[config.mk]
export PLATFORM = sky130hd
export DESIGN_NAME = frame_accumulate_flat
export DESIGN_NICKNAME = d
export VERILOG_FILES = /design/src/rtl/frame_accumulate_if.sv /design/src/rtl/frame_accumulate.sv /design/src/flat_wrapper.sv
export SDC_FILE = /design/constraint.sdc
export NUM_CORES = 1
export LEC_CHECK = 0
export CAP_MARGIN = 5
export CORE_ASPECT_RATIO = 0.7
export CORE_MARGIN = 5
export CORE_UTILIZATION = 35
export CTS_CLUSTER_DIAMETER = 150
export DETAILED_ROUTE_END_ITERATION = 6
export GPL_ROUTABILITY_DRIVEN = 0
export SYNTH_ARGS = -nofsm -noshare
export SYNTH_HDL_FRONTEND = slang
export SYNTH_SLANG_ARGS = --single-unit
[constraint.sdc]
create_clock -name clk -period 2.52 [get_ports clk]
set_input_delay 0.504 -clock clk [delete_from_list [all_inputs] [get_ports clk]]
set_output_delay 0.504 -clock clk [all_outputs]
set_load 0.005 [all_outputs]
[src/rtl/frame_accumulate_if.sv]
// Sample and frame-total channels between the adder stage and frame_accumulate.
// The accumulator is the slave; its feeder and downstream sink form the master side.
interface frame_accumulate_if #(
    parameter int OUT_W = 34
) ();
    logic [31:0]      state__C;
    logic             state__C_vld;
    logic             state__C_rdy;
    logic [OUT_W-1:0] state__D;
    logic             state__D_vld;
    logic             state__D_rdy;

    modport slave (
        input  state__C,
        input  state__C_vld,
        output state__C_rdy,
        output state__D,
        output state__D_vld,
        input  state__D_rdy
    );

    modport master (
        output state__C,
        output state__C_vld,
        input  state__C_rdy,
        input  state__D,
        input  state__D_vld,
        output state__D_rdy
    );
endinterface

[src/rtl/frame_accumulate.sv]
// Sums every N accepted 32-bit samples into one registered OUT_W-bit frame total.
// Only the last sample of a frame waits on the output register.
module frame_accumulate #(
    parameter int N     = 4,
    parameter int OUT_W = 34
) (
    input  logic                clk,
    input  logic                rst,
    input  logic                clear,
    frame_accumulate_if.slave   bus
);
    logic [OUT_W-1:0] r_acc;
    logic [7:0]       r_cnt;
    logic [OUT_W-1:0] r_d;
    logic             r_d_vld;

    logic             w_last;
    logic             w_out_free;
    logic             w_take;
    logic [OUT_W-1:0] w_sum;

    assign w_last     = (r_cnt == 8'(N - 1));
    assign w_out_free = ~r_d_vld | bus.state__D_rdy;
    // rst gates ready so nothing is offered as accepted while reset is held
    assign w_take     = rst & bus.state__C_vld & ~clear
                      & (~w_last | w_out_free);
    assign w_sum      = r_acc + OUT_W'(bus.state__C);

    assign bus.state__C_rdy = w_take;
    assign bus.state__D     = r_d;
    assign bus.state__D_vld = r_d_vld;

    always_ff @(posedge clk or negedge rst) begin
        if (!rst) begin
            r_acc   <= '0;
            r_cnt   <= '0;
            r_d     <= '0;
            r_d_vld <= 1'b0;
        end else begin
            if (clear) begin
                r_acc <= '0;
                r_cnt <= '0;
            end else if (w_take) begin
                if (w_last) begin
                    r_acc <= '0;
                    r_cnt <= '0;
                end else begin
                    r_acc <= w_sum;
                    r_cnt <= r_cnt + 8'd1;
                end
            end

            // a new total overrides the drain so back-to-back frames keep valid high
            if (w_take && w_last) begin
                r_d     <= w_sum;
                r_d_vld <= 1'b1;
            end else if (r_d_vld && bus.state__D_rdy) begin
                r_d_vld <= 1'b0;
            end
        end
    end
endmodule

[src/flat_wrapper.sv]
// flat-port wrapper written by rule: the top's interface ports become plain ports
module frame_accumulate_flat 
#(
    parameter int N     = 4,
    parameter int OUT_W = 34
)
  (clk, rst, clear, bus_state__C, bus_state__C_vld, bus_state__C_rdy, bus_state__D, bus_state__D_vld, bus_state__D_rdy);
  frame_accumulate_if #(.OUT_W(OUT_W)) bus_i ();
  input  logic clk;
  input  logic rst;
  input  logic clear;
  input wire logic [$bits(bus_i.state__C)-1:0] bus_state__C;
  input wire logic [$bits(bus_i.state__C_vld)-1:0] bus_state__C_vld;
  output wire logic [$bits(bus_i.state__C_rdy)-1:0] bus_state__C_rdy;
  output wire logic [$bits(bus_i.state__D)-1:0] bus_state__D;
  output wire logic [$bits(bus_i.state__D_vld)-1:0] bus_state__D_vld;
  input wire logic [$bits(bus_i.state__D_rdy)-1:0] bus_state__D_rdy;
  assign bus_i.state__C = bus_state__C;
  assign bus_i.state__C_vld = bus_state__C_vld;
  assign bus_state__C_rdy = bus_i.state__C_rdy;
  assign bus_state__D = bus_i.state__D;
  assign bus_state__D_vld = bus_i.state__D_vld;
  assign bus_i.state__D_rdy = bus_state__D_rdy;
  frame_accumulate #(.N(N), .OUT_W(OUT_W)) u_core (.clk(clk), .rst(rst), .clear(clear), .bus(bus_i));
endmodule
==> Word-level counts from Yosys, hierarchy flattened <==
Index checks and enable logic that the tools add are counted.
Widths: inputs -> output; s select.
{ "word_totals": {"ff_bits": 77, "latch_bits": 0, "ramBits": 0, "mem_bits_ro": 0, "inputBits": 37, "out_inout_bits": 36, "wordCells": 27, "mem_count": 0} }
{ "op_classes": {"add_sub_neg": 2, "n_mul": 0, "n_div": 0, "magnitude_cmp": 0, "eq_ne": 1, "shift": 0, "n_mux": 8, "n_bitwise": 8, "reduce_logical": 4} }
{ "ops": {"columns": ["operator", "count"], "rows": [
  ["$mux 34", 3],
  ["$add 34x32->34", 1],
  ["$mux 8", 3],
  ["$add 8x1->8 const B", 1],
  ["$eq 8x2->1 const B", 1],
  ["$reduce_bool 2->1", 2],
  ["$and 1x1->1", 3],
  ["$not 1->1", 3],
  ["$logic_and 1x1->1", 2],
  ["$mux 1", 2],
  ["$or 1x1->1", 2]
]} }

==> Longest topological paths before layout <==
{ "logic_depth": {"depth_word": 6, "ltp_mapped": 10, "mapped_depth_nobuf": 9} }

==> Least setup slack after synthesis <==
Ideal clock, no wire load.
{ "synth_timing": {"path_kind": "input-to-reg", "startpoint": "input port bus_state__C[0]", "endpoint": "register u_core.r_d[26] (netlist: u_core.bus.state__D[26])", "arrival_ns": 2.561, "required_time_ns": 2.395, "setup_slack_ns": -0.166, "path_stages": 9, "n_path_buf": 0, "path_cell_list": "ha_1 > fa_1 > a211oi_1 > o211ai_1 > a41o_1 > a32oi_1 > a21oi_2 > xor2_1 > mux2_2"} }
{ "synth_between": {"elab_chain_len": 1} }
{ "synth_rtl": {"columns": ["item", "line_no", "rtl"], "rows": [
  ["from (decl)", "flat_wrapper.sv:12", "input wire logic [$bits(bus_i.state__C)-1:0] bus_state__C;"],
  ["$add 34x32->34", "frame_accumulate.sv:27", "assign w_sum = r_acc + OUT_W'(bus.state__C);"],
  ["to (signal assigned)", "frame_accumulate.sv:55", "r_d <= w_sum;"],
  ["to (decl)", "frame_accumulate.sv:14", "logic [OUT_W-1:0] r_d;"]
]} }
Every way passes these cells.
A chain may end at the register's enable or synchronous reset.

==> Worst setup path after layout <==
{ "layout_timing": {"startpoint": "register u_core.r_acc[0]", "endpoint": "register u_core.r_acc[20]"} }
{ "layout_between": {"elab_chain_len": 4} }
{ "layout_rtl": {"columns": ["item", "line_no", "rtl"], "rows": [
  ["from (decl)", "frame_accumulate.sv:12", "logic [OUT_W-1:0] r_acc;"],
  ["from (signal assigned)", "frame_accumulate.sv:48", "r_acc <= w_sum;"],
  ["$add 34x32->34", "frame_accumulate.sv:27", null],
  ["$mux 34", "frame_accumulate.sv:44", "if (w_last) begin"],
  ["$mux 34", "frame_accumulate.sv:43", "end else if (w_take) begin"],
  ["$mux 34", "frame_accumulate.sv:40", "if (clear) begin"]
]} }
Every way passes these cells. The select of a mux whose other input is x is not followed.

==> impl_metrics.csv <==
group,metric,value,unit
status,outcome,"finished with violations",
status,violations,"negative setup slack",
power_and_ir_drop,comb_power_share,29.7,%
placed_design,place_inst,910,
detailed_routing,vias,5202,
worst_setup_path,cp-start-kind,"register",
final_layout,multi_input_area,0.00360,mm^2
final_layout,seqCellArea,0.00193,mm^2
timing,min_period,2.60,ns
timing,relSlewSlack,51.3,%
detailed_routing,drc,0,
timing,tightest_slew,0.730,ns
die,die_w,157,um
run,maxCapViolCount,0,
detailed_routing,wl_per_cell,18.8,um
placed_design,dpl_cell_area,0.00697,mm^2
detailed_routing,drt_iter0_markers,347,
yosys,yosys.area.top_type_share,36.6,%
yosys,syn_area_per_cell,9.31,um^2
grt,grt_usage,20.3,%
timing,setup_viol,12,
power_and_ir_drop,internal-power,2.92,mW
final_layout,fin_cells,952,
timing,report.final.slew_viol_count,0,
detailed_routing,routed_wl,17.9,mm
power_and_ir_drop,switchingPower,1.21,mW
yosys,synth_edf_count,0,
worst_setup_path,crit_type,"reg2reg",
final_layout,layout_common_cells,"buf_4 (125), nand2_1 (83), dfrtp_1 (77)",
timing,hold_viol_final,0,
final_layout,areaGrowthSynthToFinish,54.3,%
timing,fin_crit_sh,103,%
detailed_routing,viasPerCell,5.46,
grt,grt_antenna_before_repair,0,
die,die_area,0.0176,mm^2
yosys,synth_warnings,0,
cts,clk-insertion-delay-late,0.34,ns
timing,fin_skew,0.00576,ns
timing,setup_ws,-0.0826,ns
power_and_ir_drop,p_clk_share,37.8,%
yosys,async_flop_share,100,%
cts,cts_buffer_depth,2,
final_layout,antenna_cells,0,
cts,cts_max_level,3,
yosys,synthFlopType,"dfrtp_1",
final_layout,design_area,0.00813,mm^2
cts,root_buffer,"clkbuf_16",
yosys,netlist_area,0.00527,mm^2
final_layout,final_layout_size_suffix_gt1_share,32.5,%
die,fp-row-count,37,
yosys,seq_area_frac_synth,36.6,%
yosys,netlist-cell-type-count,75,
grt,grt_pass1_vias,5315,
power_and_ir_drop,switching_share,29.3,%
yosys,syn-instance-count,566,
worst_setup_path,crit_path_end_kind,"register",
cts,cts_made_buffers,9,
power_and_ir_drop,vdd_drop_max,336,uV
final_layout,fill_cells,1261,
detailed_routing,ant_nets,0,
yosys,ys_ff_latch,77,
placed_design,place_hpwl,12.0,mm
grt,gr-total-overflow,0,
die,io_pins,73,
cts,cts.sinks,77,
yosys,syn_nets,637,
timing,setup_tns,-0.487,ns
cts,cts_tree,"done",
worst_setup_path,crit_fanout,3,
placed_design,place_worst_setup_slack,-0.786,ns
cts,clk_pin_slew,0.06,ns
detailed_routing,drt_pre_antenna_iters,5,
power_and_ir_drop,seq_power_share,32.5,%
placed_design,portBuffers,72,
yosys,synth_area_leaders,"dfrtp_1 (37%), ha_1 (7.8%), nand2_1 (6.1%)",
worst_setup_path,cp.arrival,2.83,ns
hold_path,hold_class,"in2async",
power_and_ir_drop,pwr_density_cell,509,mW/mm^2
final_layout,final_common_cell,"buf_4",
timing,grt_setup_unrepaired,"yes",
power_and_ir_drop,p_leak,3.76,nW
timing,clock.fmax,0.384,GHz
cts,cts_hold_buf,0,
yosys,yosysTopAreaCell,"dfrtp_1",
grt,grt_max_degree,55,
power_and_ir_drop,report.power.total,4.14,mW
grt,grt_pass1_wl,28.6,mm
die,die_h,113,um
worst_setup_path,worstPathRequired,2.75,ns
die,core_region_area,0.0147,mm^2
die,initial_utilization,35.8,%
final_layout,nets,824,
[flip-flops by register name, summed over array words and instances (netlist names)]
| signal | count |
|---|---|
| u_core.bus.state__D_vld | 1 |
| u_core.r_acc | 34 |
| u_core.bus.state__D | 34 |
| u_core.r_cnt | 8 |
[Yosys cell counts, drive strengths merged, types with 4 or more instances]
master and count:
xor2 11, a21o 22, o31ai 4, dfrtp 77
nand4 12, mux2i 5, nor2 27, nand2b 9
o211ai 11, a211o 6, buf 16, a31oi 8
and2 5, a211oi 4, nor3 17, nand3 14
clkbuf 21, inv 8, a21oi 35, a22o 23
o21a 8, nand2 85, xnor2 12, ha 33
o21ai 29, and3 11, mux2 9, o2111ai 8
[cell type report]
class	count	share of cell area, %
sequential	77	23.7
clock buffer	11	3.11
timing repair buffer	213	24.3
inverter	8	0.369
tap	195	3.00
clock inverter	4	1.17
multi-input combinational	444	44.3
[layer usage]
metal  vias to the layer above  global-route usage (%)  share of wire (%)  wire length, um
met2                       169                    30.8                 44             7840
met1                      2545                    30.4                 50             8920
met3                        13                    3.74                5.7             1020
li1                       2475                       -                  -                -
met4                         0                    3.29               0.65              117
met5                         -                       0                  0                0
[logic make-up (layout without fill, tap and decap cells)]
kind of cell               count (synthesis)  count (layout)  share of synthesized area [%]
AOI/OAI and AO/OA                        182             182                           26.1
xor gates and xnor gates                  23              23                           3.82
adders and majority gates                 34              34                           8.22
buffers and inverters                     45             236                           4.20
DFF                                       77              77                           36.6
muxes                                     14              14                           2.95
and+or+nand+nor                          191             191                           18.1
[metrics by stage]
step                hold WS (ns)  utilization, %
floorplan                  0.208               -
global placement           0.468            47.4
detailed placement         0.461            47.4
CTS                        0.243            53.8
global route               0.251            55.2
finish                     0.248            55.2
[repair_timing]
action | in CTS | in global routing
pin swaps | 41 | 20
cloned | 6 | 1
buffers inserted | 14 | 8
gates resized for setup | 79 | 34
setup endpoints to repair | 40 | 76
[power groups by stage]
stage	Clock (mW)	Sequential, mW	Combinational [mW]
2_1_floorplan	0	1.34	0.581
3_3_place_gp	0	1.35	1.04
3_5_place_dp	0	1.35	1.06
4_1_cts	1.59	1.34	1.15
5_1_grt	1.64	1.35	1.33
6_report	1.56	1.34	1.23
[critical path, cell delays in order, from the launching register on]
cell and delay [ns]:
dfrtp_1 0.41, ha_4 0.18, fa_2 0.37, a211oi_2 0.26, o211ai_1 0.18, a41o_2 0.31, a31oi_4 0.23, buf_4 0.16
buf_4 0.11, xnor2_2 0.08, a22o_1 0.20
[path summary, 6_finish.rpt]
kind                       slack, ns                     from  depth (start not counted)                      end
setup / recovery               -0.08          u_core.r_acc[0]                         10         u_core.r_acc[20]
hold / removal                  0.25                      rst                          2         u_core.r_acc[33]
setup reg to reg               -0.08          u_core.r_acc[0]                         10         u_core.r_acc[20]
hold reg to reg                 0.47  u_core.bus.state__D[11]                          2  u_core.bus.state__D[11]
max in group asynchronous       1.22                      rst                          3         u_core.r_acc[30]
min in group clk                0.47  u_core.bus.state__D[11]                          2  u_core.bus.state__D[11]
No activity file was read; power rests on OpenSTA's default activity.
